$ cat config.mk
export PLATFORM = sky130hd
export DESIGN_NAME = bt_command_hold
export DESIGN_NICKNAME = d
export VERILOG_FILES = /design/src/rtl/bt_command_hold.sv
export SDC_FILE = /design/constraint.sdc
export NUM_CORES = 1
export LEC_CHECK = 0
export BUFFER_PORTS_ARGS = -buffer_cell sky130_fd_sc_hd__buf_2
export CORE_MARGIN = 2
export CORE_UTILIZATION = 56
export DETAILED_ROUTE_END_ITERATION = 16
export PLACE_DENSITY = 0.79
export REMOVE_ABC_BUFFERS = 1
export SYNTH_ARGS = -nofsm -noshare
export SYNTH_HDL_FRONTEND = slang
export SYNTH_SLANG_ARGS = --single-unit
$ cat constraint.sdc
create_clock -name clk -period 2.54 [get_ports clk]
set_input_delay 0.127 -clock clk [delete_from_list [all_inputs] [get_ports clk]]
set_output_delay 0.127 -clock clk [all_outputs]
set_load 0.01 [all_outputs]
$ cat src/rtl/bt_command_hold.sv
// Bluetooth/UART joint command holder: decodes single-byte move/stop commands
// into one-hot joint drive outputs that expire after TIMEOUT_CYCLES clocks.
module bt_command_hold #(
  parameter int TIMEOUT_CYCLES = 50_000_000
) (
  input  logic       clk,
  input  logic       rst,
  input  logic [7:0] rxData,
  input  logic       rxDone,
  output logic [3:0] isClockWise,
  output logic [3:0] isCounterClock,
  output logic       busy,
  output logic [7:0] lastCmd,
  output logic [7:0] badCount
);

  localparam int TW = (TIMEOUT_CYCLES > 1) ? $clog2(TIMEOUT_CYCLES) : 1;
  localparam logic [TW-1:0] TIMER_LAST = TW'(TIMEOUT_CYCLES - 1);

  localparam logic [0:0] ST_IDLE  = 1'b0;
  localparam logic [0:0] ST_DRIVE = 1'b1;

  logic [0:0]    state_q,       state_d;
  logic [3:0]    cw_q,          cw_d;
  logic [3:0]    ccw_q,         ccw_d;
  logic [TW-1:0] timer_q,       timer_d;
  logic [7:0]    last_q,        last_d;
  logic [7:0]    bad_q,         bad_d;
  logic          rxdone_prev_q, rxdone_prev_d;

  logic       accept;
  logic [3:0] cw_dec;
  logic [3:0] ccw_dec;
  logic       is_move;
  logic       is_stop;
  logic       is_bad;

  // Odd codes 1,3,5,7 select clockwise joints 0..3; even codes 2,4,6,8 counter-clockwise.
  genvar gi;
  generate
    for (gi = 0; gi < 4; gi++) begin : g_decode
      assign cw_dec[gi]  = (rxData == 8'(2 * gi + 1));
      assign ccw_dec[gi] = (rxData == 8'(2 * gi + 2));
    end
  endgenerate

  assign accept  = rxDone & ~rxdone_prev_q;
  assign is_move = (|cw_dec) | (|ccw_dec);
  assign is_stop = (rxData == 8'h00);
  assign is_bad  = ~is_move & ~is_stop;

  always_comb begin
    state_d       = state_q;
    cw_d          = cw_q;
    ccw_d         = ccw_q;
    timer_d       = timer_q;
    last_d        = last_q;
    bad_d         = bad_q;
    rxdone_prev_d = rxDone;

    if (accept && is_move) begin
      state_d = ST_DRIVE;
      cw_d    = cw_dec;
      ccw_d   = ccw_dec;
      timer_d = '0;
      last_d  = rxData;
    end else if (accept && is_stop) begin
      state_d = ST_IDLE;
      cw_d    = '0;
      ccw_d   = '0;
      timer_d = '0;
      last_d  = 8'h00;
    end else begin
      // Invalid bytes only touch the error counter; a running move keeps its schedule.
      if (accept && is_bad && (bad_q != 8'hFF)) begin
        bad_d = bad_q + 8'd1;
      end
      if (state_q == ST_DRIVE) begin
        if (timer_q == TIMER_LAST) begin
          state_d = ST_IDLE;
          cw_d    = '0;
          ccw_d   = '0;
          timer_d = '0;
        end else begin
          timer_d = timer_q + TW'(1);
        end
      end
    end
  end

  always_ff @(posedge clk) begin
    if (rst) begin
      state_q       <= ST_IDLE;
      cw_q          <= '0;
      ccw_q         <= '0;
      timer_q       <= '0;
      last_q        <= 8'h00;
      bad_q         <= 8'h00;
      // Held high so an rxDone already asserted at release is not taken as a new byte.
      rxdone_prev_q <= 1'b1;
    end else begin
      state_q       <= state_d;
      cw_q          <= cw_d;
      ccw_q         <= ccw_d;
      timer_q       <= timer_d;
      last_q        <= last_d;
      bad_q         <= bad_d;
      rxdone_prev_q <= rxdone_prev_d;
    end
  end

  assign isClockWise    = cw_q;
  assign isCounterClock = ccw_q;
  assign busy           = (state_q == ST_DRIVE);
  assign lastCmd        = last_q;
  assign badCount       = bad_q;

endmodule

Yosys cells after proc, flatten, opt, wreduce, memory -nomap -nowiden. Index checks and enable logic that the tools add are counted.

Bits in registers: 52. Word-level logic and storage cells: 52. Output and inout port bits: 25. Input bits: 11.

Bitwise operators: 8. Reductions and logical operators: 13. Add/subtract/negate cells: 2. Equality and inequality tests: 10. Muxes and demuxes: 12.

Operators by type and width (number): $eq A8 B3 Y1 const B (4); $add A26 B1 Y26 const B (1); $eq A26 B26 Y1 const B (1); $mux W26 (1); $mux W4 (5); $eq A8 B2 Y1 const B (2); $mux W8 (2); $add A8 B1 Y8 const B (1); $eq A8 B1 Y1 const B (1); $eq A8 B4 Y1 const B (1); $logic_not A8 Y1 (1); $ne A8 B8 Y1 const B (1); $reduce_or A4 Y1 (2); $reduce_bool A3 Y1 (2); $not A1 Y1 (5); $logic_and A1 B1 Y1 (4); $mux W1 (4); $reduce_and A3 Y1 (1); $reduce_or A3 Y1 (1); $and A1 B1 Y1 (2); $reduce_and A2 Y1 (1); $reduce_bool A2 Y1 (1); $or A1 B1 Y1 (1).

Logic depth before layout (Yosys ltp). Gate-level depths: netlist (run 1).

Depth in word-level cells: 8. Gate-level depth with buffers: 6. Mapped depth without buffers: 5.

Least setup slack after synthesis (run 1). No wires, ideal clock.

Path type: register to register. From: reg timer_q[0]. To: reg cw_q[0], in the netlist isClockWise[0]. Slack: 0.484 ns. Data arrival time: 1.922 ns. Period minus slack after synthesis: 2.056 ns. Setup time: 0.134 ns. Path buffers: 1. Required time: 2.406 ns. Stages on the path, launching flop included: 7. Path through: dfxtp_1 ha_1 nor4bb_1 nand3_1 nor4b_2 clkbuf_1 o22ai_1.

Word-level cells in the longest chain between the ends: 3.

Ends and longest elaborated chain: from (decl) (line 26) `logic [TW-1:0] timer_q, timer_d;`; from (signal assigned) (line 105) `timer_q <= timer_d;`; $eq A26 B26 Y1 (line 79) `if (timer_q == TIMER_LAST) begin`; $reduce_bool A3 Y1 (no source line); $reduce_and A2 Y1 (no source line); to (signal assigned) (line 103) `cw_q <= cw_d;`; to (decl) (line 24) `logic [3:0] cw_q, cw_d;`.

No other way between the ends. A chain may end at the register's enable or synchronous reset.

Worst setup path in the final report (run 1).
From: reg timer_q[3]. To: reg timer_q[20].

Word-level cells in the longest chain between the ends: 2. Elaborated cells on any way between the ends: 3. Classes of those cells: add/sub: 1; eq/ne: 1; mux: 1.

Ends and longest elaborated chain (line): $add A26 B1 Y26 or $eq A26 B26 Y1 (tied branches) (85, 79); $mux W26 * (79).

Every way passes the cells marked *; elsewhere a longest branch is shown, timed or not.

==> metrics list, run 1 <==
* Area of the core region: 4058 µm²
- During placement, the flow inserted port buffers numbering 35.
* Final slew viol count: 0
* Place WS: 0.4855 ns
- Leak Pwr: 0.9667 nW
* Leading cell type in the layout, fill and taps excluded: sky130_fd_sc_hd__dfxtp_1
* Total via count after detailed routing: 2123
- Worst skew pair latency: 0.31 ns
- The number of endpoints with negative hold slack in the final report came to 0.
- Crit path required time: 2.77 ns
* RSZ-0062 raised after global routing: false
* DRC viols: 0
- First-iteration detailed-routing DRC count: 129
- Synth Area in Adders: 1.050%
* I/O pin total: 36
* Count of unique library cells instantiated by Yosys: 45
- Type of origin of the critical path: flip-flop
- Setup violations, final: 0
- After clock tree synthesis, the clock-pin slew on the worst setup and hold paths is 0.10 ns.
- Once the floorplan was initialized, standard cells occupied 58.74% of the core.
* Maximum clock rate: 476.3 MHz
- Total of warnings raised by yosys: 0
- From left edge to right edge, the die measures 69.24 µm.
- Entering global routing, the biggest net connects 22 pins.
* Maximum VDD drop: 0.3531 mV
- Total wire length: 4.941 mm
* Critical path's largest stage delay: 0.68 ns
* Detail Route Antenna Nets: 0
- The die is 69.24 µm tall.
* Final cell utilization of the core: 67.50%
- The finished cells cover 2739 µm².
- Maximum fanout along the worst path: 13
* Type of the worst setup path: reg -> reg
- Buffers inserted during clock tree synthesis total 5.
- The H-tree was split into 2 levels.
- First drt pass iteration count: 4
- Global-route wire length before repair: 8.604 mm
* Final Wtd Congestion: 0.8416
* Capturing element type of the critical path: flip-flop
- Synthesized area per cell: 8.861 µm²
* Num Clock Sinks: 52
* Relative area change from synthesis to final layout: 14.91%
- Buffer type at the clock tree root: sky130_fd_sc_hd__clkbuf_8
- Post-detail-place hpwl: 3.474 mm
- Cell breakdown of the critical path: nand4_2 -> or4_4 -> or4_1 -> a211oi_1
* Result of the run: finished, final reports clean
* Power per cell area: 543.6 nW/µm²
- Minimum setup slack in the final design: 0.4406 ns
- Worst slew pin tran: 0.6263 ns
- Xor and xnor fraction of the mapped netlist area: 3.675%
- Using the TritonRoute via totals, the vias-per-cell ratio works out to 5.980.
- Routed wirelength normalized by instance count: 13.92 µm
- The worst path uses 82.65% of the clock period.
* Cell Area, Placed: 2613 µm²
- Multiplexer cells account for 0.4724% of the synthesized area.
* Gr usage total: 21.59%
* Setup tns final: 0 ns
- 0 antenna diodes ended up in the layout.
- Compound-Gate Fraction of Synth Area: 17.64%
* Worst path arrival time: 2.33 ns
- Cts-stage hold buffer count: 0
- After clock tree synthesis, the repair step resized 0 gates.
* TritonCTS clock tree: built
- Worst-case headroom to the max-slew limit: 57.86%
- The die covers 4794 µm².
- Final min period: 2.099 ns
- The cell count after synthesis came out at 269.
* Clock skew: 0.008978 ns
- After the last flow step, the layout net total stands at 317.
* Post-CTS Setup Bufs: 0
- The clock passes through at most 2 buffers.
* Count of state elements after synthesis: 52
- Register area share after synthesis: 43.67%
- Commonest cells after routing, fill and taps aside: 52 x sky130_fd_sc_hd__dfxtp_1, 35 x sky130_fd_sc_hd__buf_2, 25 x sky130_fd_sc_hd__nand2_1
* Antenna violations before repair: 0
* Area of the mapped netlist: 2384 µm²
- The via count of the first global-routing pass was 1938.
* Number of core rows: 23
* Max stage delay cell, worst path: sky130_fd_sc_hd__or4_4
- The synthesized netlist devotes 29.92% of its cell area to simple gates.
- The post-route netlist has 20.00% of its cells at a drive strength greater than 1.
- Kind of path behind the tightest hold check: in -> reg
- Dominant combinational cell family by area after synthesis: simple AND/OR/NAND/NOR gates
- Number of max-cap violations: 0
* Leftover overflow at the end of global routing: 0
## layout make-up
type	count	area [µm²]
sequential	52	1041
fill	319	1319
multi-input combinational	197	1266
clock buffer	7	96.34
tap	50	62.56
inverter	8	30.03
timing repair buffer	40	212.7
clock inverter	1	30.03
## worst paths after layout
kind	cells past startpoint	end	slack (ns)	from
max	4	timer_q[20]$_SDFFE_PP0P_	0.44	timer_q[3]$_SDFFE_PP0P_
min reg2reg	2	lastCmd[2]$_SDFFE_PP0P_	0.45	lastCmd[2]$_SDFFE_PP0P_
max reg2reg	4	timer_q[20]$_SDFFE_PP0P_	0.44	timer_q[3]$_SDFFE_PP0P_
min	2	rxdone_prev_q$_SDFF_PP1_	0.04	rxDone
## critical path, delay by kind of cell, from the launching register on
| kind | cells | cell delay [ns] |
|---|---|---|
| DFF | 1 | 0.45 |
| and+or+nand+nor | 3 | 1.34 |
| AOI/OAI and AO/OA | 1 | 0.23 |
## power by group
part	total (mW)	internal [mW]	switching (mW)
logic	0.0489	0.0167	0.0322
registers	0.819	0.817	0.00215
clock network	0.621	0.348	0.273
## layer usage
metal / vias up / share of wire, % / track usage (%)
li1: 1083 / - / -
met5: - / 0 / 0
met1: 987 / 49 / 28.07
met4: 0 / 1.4 / 7.625
met2: 46 / 46 / 35.58
met3: 7 / 4.2 / 4.506
## cells in the mapped netlist (all sizes together)
| cell type | instances | share of area, % |
|---|---|---|
| and2 | 4 | 1.0 |
| a31oi | 1 | 0.26 |
| a311o | 1 | 0.42 |
| ha | 2 | 1.0 |
| nand2b | 2 | 0.52 |
| inv | 8 | 1.3 |
| o31ai | 11 | 3.5 |
| nand4b | 1 | 0.37 |
| o21ai | 18 | 3.8 |
| and3 | 3 | 0.79 |
| clkbuf | 8 | 1.3 |
| xor2 | 2 | 0.74 |
| nor2b | 3 | 0.79 |
| nor4bb | 2 | 0.84 |
| and4 | 3 | 1.1 |
| o41ai | 1 | 0.37 |
| mux2 | 1 | 0.47 |
| or2 | 2 | 0.52 |
| dfxtp | 52 | 44 |
| nor4 | 5 | 1.3 |
| or3 | 10 | 2.6 |
| or3b | 1 | 0.37 |
| a21oi | 8 | 1.7 |
| nor4b | 1 | 0.63 |
| nor3 | 14 | 3.1 |
| xnor2 | 8 | 2.9 |
| or4b | 1 | 0.42 |
| nand3 | 18 | 4.0 |
| o22ai | 7 | 1.8 |
| a32o | 1 | 0.42 |
| or4 | 14 | 4.7 |
| buf | 4 | 1.0 |
| nor2 | 6 | 0.94 |
| a31o | 1 | 0.37 |
| nand2 | 25 | 3.9 |
| a21o | 1 | 0.32 |
| a211oi | 13 | 4.7 |
| nand4 | 6 | 1.8 |
## state kept, by name, summed over array words and instances (netlist names)
register and cells:
isCounterClock 4, isClockWise 4, busy 1, timer_q 26, badCount 8, lastCmd 8, rxdone_prev_q 1
## cell families after synthesis
kind of cell,Yosys count
flip-flops,52
AND/OR/NAND/NOR,121
adder cells (fa/ha/maj),2
multiplexers,1
buffers and inverters,20
XOR/XNOR,10
AO/OA/AOI/OAI,63
## through the flow
stage | hold WS [ns] | power, mW | cells
5_1_grt | 0.02906 | 1.525 | 355
6_report | 0.03922 | 1.489 | 355
3_5_place_dp | 0.3498 | 0.8865 | 347
3_3_place_gp | 0.3438 | 0.8859 | 347
4_1_cts | 0.02432 | 1.501 | 355
2_1_floorplan | 0.1961 | 0.8609 | 257
No activity file was read; power rests on OpenSTA's default activity.
==> inputs of run 2 (changes only) <==
==> constraint.sdc (replaced) <==
create_clock -name clk -period 2.1 [get_ports clk]
set_input_delay 0.105 -clock clk [delete_from_list [all_inputs] [get_ports clk]]
set_output_delay 0.105 -clock clk [all_outputs]
set_load 0.01 [all_outputs]
==> run 2 against run 1 <==
Against the previous run:
- utilization rose by 1.3 points
- highest routed layer unchanged
- sequential power rose by 21%
- first-iteration DRC count fell by 38%
- hold slack got worse by 0.021 ns
- sequential cell count did not move
- non-clock buffer count rose by 10
- largest cell class unchanged
==> metrics list, run 2 (synthesis gave the netlist of run 1 again) <==
- The floorplan die height was 69.24 µm (unchanged).
- The number of max-capacitance violations reported came to 0 (unchanged).
* Capturing element type of the critical path: flip-flop (unchanged)
- The standby leakage power came to 0.9943 nW (was 0.9667 nW).
- Gr usage total: 21.44% (was 21.59%)
* Fraction of the cycle the final worst path needs: 94.87% (was 82.65%)
* TritonCTS clock tree: built (unchanged)
- Cell breakdown of the critical path: nand4_1 -> or4_4 -> or4_1 -> a211oi_1 (was nand4_2 -> or4_4 -> or4_1 -> a211oi_1)
* RSZ-0062 raised after global routing: false (unchanged)
- Clock share of power: 36.1% (was 41.7%)
- The count of non-filler cells in the finished layout came to 365 (was 355).
* Top reg by flops: timer_q (unchanged)
* I/O pin total: 36 (unchanged)
- The worst-path cell with the longest stage delay is sky130_fd_sc_hd__or4_4 (unchanged).
- The clock root buffer is sky130_fd_sc_hd__clkbuf_8 (unchanged).
- The end point of the worst hold path is rxdone_prev_q$_SDFF_PP1_ (unchanged).
- Met1 Routed Length: 2.330 mm (was 2.397 mm)
* Minimum setup slack in the final design: 0.1078 ns (was 0.4406 ns)
* Worst-case headroom to the max-slew limit: 52.67% (was 57.86%)
- The post-place setup slack was 0.08120 ns (was 0.4855 ns).
* Max FFs per register: 26 (unchanged)
* Proportion of power drawn by flip-flops and latches: 60.2% (was 55.0%)
* Worst skew pair latency: 0.31 ns (about the same)
- First drt pass iteration count: 4 (unchanged)
- DRC viols: 0 (unchanged)
* Largest net degree at the start of global routing: 21 (was 22)
* Top Family by Delay on Critical Path: simple AND/OR/NAND/NOR gates (unchanged)
- Total via count after detailed routing: 2204 (was 2123)
* CTS clock-pin slew for the worst setup and hold paths: 0.10 ns (about the same)
- The power spent charging and discharging nets came to 0.3689 mW (was 0.3077 mW).
- Bufs and invs on worst path: 0 (unchanged)
- Portion of total power attributed to combinational logic: 3.6% (was 3.3%)
- Maximum count of clock buffers along a single path: 2 (unchanged)
* Result of the run: finished, final reports clean (unchanged)
* Area of the core region: 4058 µm² (unchanged)
- The number of H-tree levels came to 2 (unchanged).
* Kind of path behind the tightest hold check: in -> reg (unchanged)
- The start-to-end type of the worst setup path is reg -> reg (unchanged).
* Clock skew: 0.009468 ns (was 0.008978 ns)
* Met2 Wirelength: 2.528 mm (was 2.265 mm)
- The half-perimeter wire length after detailed placement came to 3.578 mm (was 3.474 mm).
* Num Clock Sinks: 52 (unchanged)
- The number of antenna violations at the first check in global routing is 0 (unchanged).
* Number of core rows: 23 (unchanged)
- Power per cell area: 589.1 nW/µm² (was 543.6 nW/µm²)
- Final slew viol count: 0 (unchanged)
* Internal Dissipation: 1.276 mW (was 1.181 mW)
- The number of nets still failing antenna checks after routing was 0 (unchanged).
* Critical path's largest stage delay: 0.61 ns (was 0.68 ns)
- The arrival time of data at the critical path endpoint is 2.21 ns (was 2.33 ns).
* Die W: 69.24 µm (unchanged)
- The overall overflow remaining after global route came to 0 (unchanged).
* Reg2Reg Setup Slack: 0.11 ns (was 0.44 ns)
* Top Layer Used: met4 (unchanged)
- The cell depth of the worst min-delay path was 2 (unchanged).
- The proportion of total power due to net switching came to 22.42% (was 20.66%).
- The final-report setup violation count came to 0 (unchanged).
- Number of clock buffers inserted by TritonCTS: 5 (unchanged)
- Initial Util: 58.74% (unchanged)
- Worst R2R End: timer_q[25]$_SDFFE_PP0P_ (was timer_q[20]$_SDFFE_PP0P_)
- Port-buffer cells: 35 (unchanged)
- DR vias/cell: 6.038 (was 5.980)
- The startpoint of the worst hold path was rxDone (unchanged).
* Reg2reg start: timer_q[9]$_SDFFE_PP0P_ (was timer_q[3]$_SDFFE_PP0P_)
- Number of hold violations in the final report: 0 (unchanged)
- The critical path launch point type is a flip-flop (unchanged).
- The maximum clock frequency is 501.9 MHz (was 476.3 MHz).
- The worst ir drop on vdd was 0.4409 mV (was 0.3531 mV).
- Cts-stage hold buffer count: 0 (unchanged)
- Vias in the first global route: 2004 (was 1938)
* Worst slew pin tran: 0.7034 ns (was 0.6263 ns)
* Final min period: 1.992 ns (was 2.099 ns)
* Length in cells of the worst reg-to-reg path: 4 (unchanged)
- Placed instance count: 357 (was 347)
* Total wire length: 5.119 mm (was 4.941 mm)
* Maximum fanout along the worst path: 11 (was 13)
- Leading cell type in the layout, fill and taps excluded: sky130_fd_sc_hd__dfxtp_1 (unchanged)
- Full die area: 4794 µm² (unchanged)
- Routed wirelength normalized by instance count: 14.02 µm (was 13.92 µm)
* Net count reported at finish: 327 (was 317)
* Relative area change from synthesis to final layout: 17.17% (was 14.91%)
- The antenna diode count is 0 (unchanged).
- Final cell utilization of the core: 68.83% (was 67.50%)
* Final Wtd Congestion: 0.8008 (was 0.8416)
* Global-route wire length before repair: 8.625 mm (was 8.604 mm)
* First-iteration detailed-routing DRC count: 80 (was 129)
- Commonest cells after routing, fill and taps aside: 46 x sky130_fd_sc_hd__dfxtp_1, 35 x sky130_fd_sc_hd__buf_2, 25 x sky130_fd_sc_hd__nand2_1 (was 52 x sky130_fd_sc_hd__dfxtp_1, 35 x sky130_fd_sc_hd__buf_2, 25 x sky130_fd_sc_hd__nand2_1)
- Fraction of final layout cells sized beyond drive strength 1: 24.44% (was 20.00%)
- Met3 wire length: 183 µm (was 208 µm)
- Crit path required time: 2.32 ns (was 2.77 ns)
run 2: changes by cell type in the layout (fill, tap and decap cells not counted):
cell                         change
sky130_fd_sc_hd__buf_4          +10
sky130_fd_sc_hd__bufinv_16       -1
sky130_fd_sc_hd__clkbuf_8        -1
sky130_fd_sc_hd__clkinvlp_4      +2
sky130_fd_sc_hd__dfxtp_1         -6
sky130_fd_sc_hd__dfxtp_2         +6
run 2: metrics by stage:
| step | instance area (µm²) | hold slack [ns] | power, mW | TNS, ns |
|---|---|---|---|---|
| after floorplan | 2328 | 0.1741 | 1.041 | -13.94 |
| after global placement | 2688 | 0.3238 | 1.072 | 0 |
| after detailed placement | 2688 | 0.3322 | 1.074 | 0 |
| after CTS | 2785 | 0.01168 | 1.660 | 0 |
| after global routing | 2793 | 0.01215 | 1.703 | 0 |
| final | 2793 | 0.01854 | 1.645 | 0 |
run 2: worst max-delay path by stage:
stage / startpoint / to / slack [ns] / cells after the start
4_1_cts: timer_q[7]$_SDFFE_PP0P_ / timer_q[25]$_SDFFE_PP0P_ / 0.07 / 4
3_5_place_dp: timer_q[7]$_SDFFE_PP0P_ / timer_q[25]$_SDFFE_PP0P_ / 0.08 / 4
6_report: timer_q[9]$_SDFFE_PP0P_ / timer_q[25]$_SDFFE_PP0P_ / 0.11 / 4
3_3_place_gp: timer_q[7]$_SDFFE_PP0P_ / timer_q[25]$_SDFFE_PP0P_ / 0.14 / 4
5_1_grt: timer_q[9]$_SDFFE_PP0P_ / timer_q[25]$_SDFFE_PP0P_ / 0.01 / 4
2_1_floorplan: timer_q[0]$_SDFFE_PP0P_ / isCounterClock[1]$_SDFFE_PP0P_ / -0.62 / 5
run 2: area by class of cell:
cell class	count	area (µm²)
Multi-Input combinational cell	197	1266
Fill cell	296	1265
Sequential cell	52	1049
Timing Repair Buffer	50	287.8
Clock buffer	6	82.58
Tap cell	50	62.56
Inverter	8	30.03
Clock inverter	2	15.01
run 2: power groups by stage:
stage / clock network, mW / registers [mW] / logic, mW
after CTS: 0.609 / 0.991 / 0.0601
after global routing: 0.645 / 0.991 / 0.0671
final: 0.594 / 0.991 / 0.0600
after detailed placement: 0 / 1.01 / 0.0600
after global placement: 0 / 1.01 / 0.0589
after floorplan: 0 / 1.01 / 0.0273
run 2: what timing repair did:
item / CTS / global route
setup buffers: 0 / 0
setup endpoints to repair: 0 / 5
gates resized for setup: 0 / 6
run 2: layer usage:
| layer | up-vias | track usage [%] |
|---|---|---|
| met1 | 1038 | 26.06 |
| met2 | 52 | 37.71 |
| li1 | 1106 | - |
| met5 | - | 0 |
| met4 | 0 | 7.625 |
| met3 | 8 | 4.070 |
==> inputs of run 3 (changes only) <==
==> constraint.sdc (replaced) <==
create_clock -name clk -period 2.1 [get_ports clk]
set_input_delay 0.42 -clock clk [delete_from_list [all_inputs] [get_ports clk]]
set_output_delay 0.42 -clock clk [all_outputs]
set_load 0.01 [all_outputs]
==> run 3 against run 2 <==
Against the previous run:
- non-clock buffer count grew 4
- hold slack gained 0.32 ns
- clock skew shrank 0.0014 ns
- die area is the same
- register-to-register slack lost 0.08 ns
- combinational power grew 3.5%
- critical path type unchanged
- sequential power is essentially flat
- final cell count grew 1.4%
- largest cell class unchanged
- sequential cell count is the same
- routed wire length grew 3.2%
- critical endpoint is now timer_q[19]$_SDFFE_PP0P_
- first-iteration DRC count grew 85%
- utilization grew 1.2 points
==> metrics list, run 3 (synthesis gave the netlist of run 1 again) <==
- The startpoint of the most critical register-to-register path is timer_q[7]$_SDFFE_PP0P_ (was timer_q[9]$_SDFFE_PP0P_).
- The worst hold slack came to 0.3356 ns (was 0.01854 ns).
- Detail Route Antenna Nets: 0 (unchanged)
* Post-detail-place hpwl: 3.579 mm (was 3.578 mm)
- The overall overflow remaining after global route came to 0 (unchanged).
- Final Wtd Congestion: 0.8014 (was 0.8008)
* Reg2Reg Setup Slack: 0.03 ns (was 0.11 ns)
* Global-route wire length before repair: 8.970 mm (was 8.625 mm)
- The critical path launch point type was a flip-flop (unchanged).
- Length in cells of the worst reg-to-reg path: 5 (was 4)
* Crit path required time: 2.32 ns (about the same)
- Leak Pwr: 1.016 nW (was 0.9943 nW)
* DR vias/cell: 6.089 (was 6.038)
- Maximum VDD drop: 0.3468 mV (was 0.4409 mV)
- The maximum clock frequency is 482.5 MHz (was 501.9 MHz).
* Worst skew pair latency: 0.31 ns (about the same)
- Worst path arrival time: 2.29 ns (was 2.21 ns)
- The global-route usage over all layers is 22.28% (was 21.44%).
- The most common cell after layout, fill and taps aside is sky130_fd_sc_hd__dfxtp_1 (unchanged).
- The final-report setup violation count was 0 (unchanged).
- Number of core rows: 23 (unchanged)
* Buffer type at the clock tree root: sky130_fd_sc_hd__clkbuf_8 (unchanged)
- Max stage delay cell, worst path: sky130_fd_sc_hd__or4_4 (unchanged)
- The end point of the worst hold path is rxdone_prev_q$_SDFF_PP1_ (unchanged).
- The floorplan die height came to 69.24 µm (unchanged).
* Number of clock buffers inserted by TritonCTS: 5 (unchanged)
- The final worst-path setup slack was 0.02763 ns (was 0.1078 ns).
- Top Family by Delay on Critical Path: simple AND/OR/NAND/NOR gates (unchanged)
* Bufs and invs on worst path: 1 (was 0)
- Kind of path behind the tightest hold check: in -> reg (unchanged)
* Largest net degree at the start of global routing: 21 (unchanged)
* Die W: 69.24 µm (unchanged)
- The share of layout cells above drive strength 1 was 25.94% (was 24.44%).
- Routed wirelength normalized by instance count: 14.27 µm (was 14.02 µm)
- The effective utilization at floorplan is 58.74% (unchanged).
- Power per cell area: 579.6 nW/µm² (was 589.1 nW/µm²)
* Num Clock Sinks: 52 (unchanged)
- The synthesis-to-finish area growth came to 19.27% (was 17.17%).
- The headroom to the max-slew limit is 69.83% (was 52.67%).
- The number of endpoints with negative hold slack in the final report came to 0 (unchanged).
* Vias in the first global route: 2042 (was 2004)
* Maximum count of clock buffers along a single path: 2 (unchanged)
* Place WS: 0.06248 ns (was 0.08120 ns)
- The minimum period implied by the final worst setup slack came to 2.072 ns (was 1.992 ns).
- The cell depth of the worst min-delay path is 2 (unchanged).
- The worst-path maximum fanout is 6 (was 11).
- Critical path's largest stage delay: 0.63 ns (was 0.61 ns)
- Fraction of the cycle the final worst path needs: 98.68% (was 94.87%)
- The endpoint of the lowest-slack register-to-register path is timer_q[19]$_SDFFE_PP0P_ (was timer_q[25]$_SDFFE_PP0P_).
- Clock skew: 0.008067 ns (was 0.009468 ns)
* Capturing element type of the critical path: flip-flop (unchanged)
* Full die area: 4794 µm² (unchanged)
- The antenna diode count is 0 (unchanged).
- First-iteration detailed-routing DRC count: 148 (was 80)
- The start-to-end type of the worst setup path was reg -> reg (unchanged).
- The startpoint of the worst hold path is rxDone (unchanged).
* Antenna violations before repair: 0 (unchanged)
- The number of flip-flops under the largest register name came to 26 (unchanged).
- Number of max-cap violations: 0 (unchanged)
* Cell breakdown of the critical path: nand4_1 -> or4_4 -> buf_4 -> or3_1 -> a211oi_1 (was nand4_1 -> or4_4 -> or4_1 -> a211oi_1)
- The CTS tree is built (unchanged).
- The number of iterations in the first detailed-routing pass is 4 (unchanged).
- Total via count after detailed routing: 2253 (was 2204)
- Commonest cells after routing, fill and taps aside: 47 x sky130_fd_sc_hd__dfxtp_1, 35 x sky130_fd_sc_hd__buf_2, 25 x sky130_fd_sc_hd__nand2_1 (was 46 x sky130_fd_sc_hd__dfxtp_1, 35 x sky130_fd_sc_hd__buf_2, 25 x sky130_fd_sc_hd__nand2_1).
- The number of H-tree levels is 2 (unchanged).
* Result of the run: finished, final reports clean (unchanged)
- The post-CTS clock slew at the launch and capture registers of the worst setup and hold paths is 0.10 ns (about the same).
- WP depth: 5 (was 4)
- Top reg by flops: timer_q (unchanged)
* DRC viols: 0 (unchanged)
- The number of I/O pins came to 36 (unchanged).
- Total wire length: 5.281 mm (was 5.119 mm)
- Area of the core region: 4058 µm² (unchanged)
- Port-buffer cells: 35 (unchanged)
- The number of pins exceeding their max-slew limit in the final report came to 0 (unchanged).
* Worst slew pin tran: 0.4513 ns (was 0.7034 ns)
* Net count reported at finish: 332 (was 327)
==> run 3: cell types whose count changed in the layout (fill, tap and decap cells not counted), sizes merged <==
cell and delta:
buf +4, or4 +1
==> run 3: layout make-up <==
class                   instances  area [µm²]
multi-input cells             198        1285
fillers                       326        1215
flip-flops and latches         52        1050
repair buffers                 54       317.8
clock buffers                   6       82.58
well taps                      50       62.56
inverters                       8       30.03
clock inverters                 2       15.01
==> run 3: repair_timing <==
item	4_1_cts	5_1_grt
gates resized for setup	0	8
buffers inserted	0	4
hold buffers	0	0
endpoints found under the setup margin	0	5
==> run 3: per-layer routing <==
layer / up-vias / track usage (%) / part of all wire [%]
li1: 1121 / - / -
met1: 1060 / 27.94 / 46
met2: 61 / 37.39 / 48
met3: 11 / 4.797 / 4.6
met4: 0 / 8.715 / 1.9
met5: - / 0 / 0
==> run 3: how the worst max path moves through the flow <==
| stage | slack [ns] | end | start |
|---|---|---|---|
| after global placement | 0.11 | timer_q[25]$_SDFFE_PP0P_ | timer_q[7]$_SDFFE_PP0P_ |
| after floorplan | -0.62 | isCounterClock[1]$_SDFFE_PP0P_ | timer_q[0]$_SDFFE_PP0P_ |
| after CTS | 0.04 | timer_q[23]$_SDFFE_PP0P_ | timer_q[7]$_SDFFE_PP0P_ |
| after global routing | -0.02 | timer_q[19]$_SDFFE_PP0P_ | timer_q[7]$_SDFFE_PP0P_ |
| final | 0.03 | timer_q[19]$_SDFFE_PP0P_ | timer_q[7]$_SDFFE_PP0P_ |
| after detailed placement | 0.06 | timer_q[23]$_SDFFE_PP0P_ | timer_q[7]$_SDFFE_PP0P_ |
==> run 3: where the power goes <==
| group | internal, mW | switching (mW) |
|---|---|---|
| clock | 0.267 | 0.329 |
| sequential | 0.987 | 0.00274 |
| combinational | 0.0223 | 0.0398 |
==> run 3: stage by stage <==
step | cells | util (%) | total power [mW] | instance area (µm²) | setup TNS (ns)
floorplan | 257 | - | 1.041 | 2328 | -13.94
global placement | 357 | 66.24 | 1.074 | 2688 | 0
detailed placement | 357 | 66.24 | 1.075 | 2688 | 0
CTS | 365 | 68.64 | 1.663 | 2785 | 0
global route | 370 | 70.06 | 1.707 | 2843 | -0.01886
finish | 370 | 70.06 | 1.648 | 2843 | 0
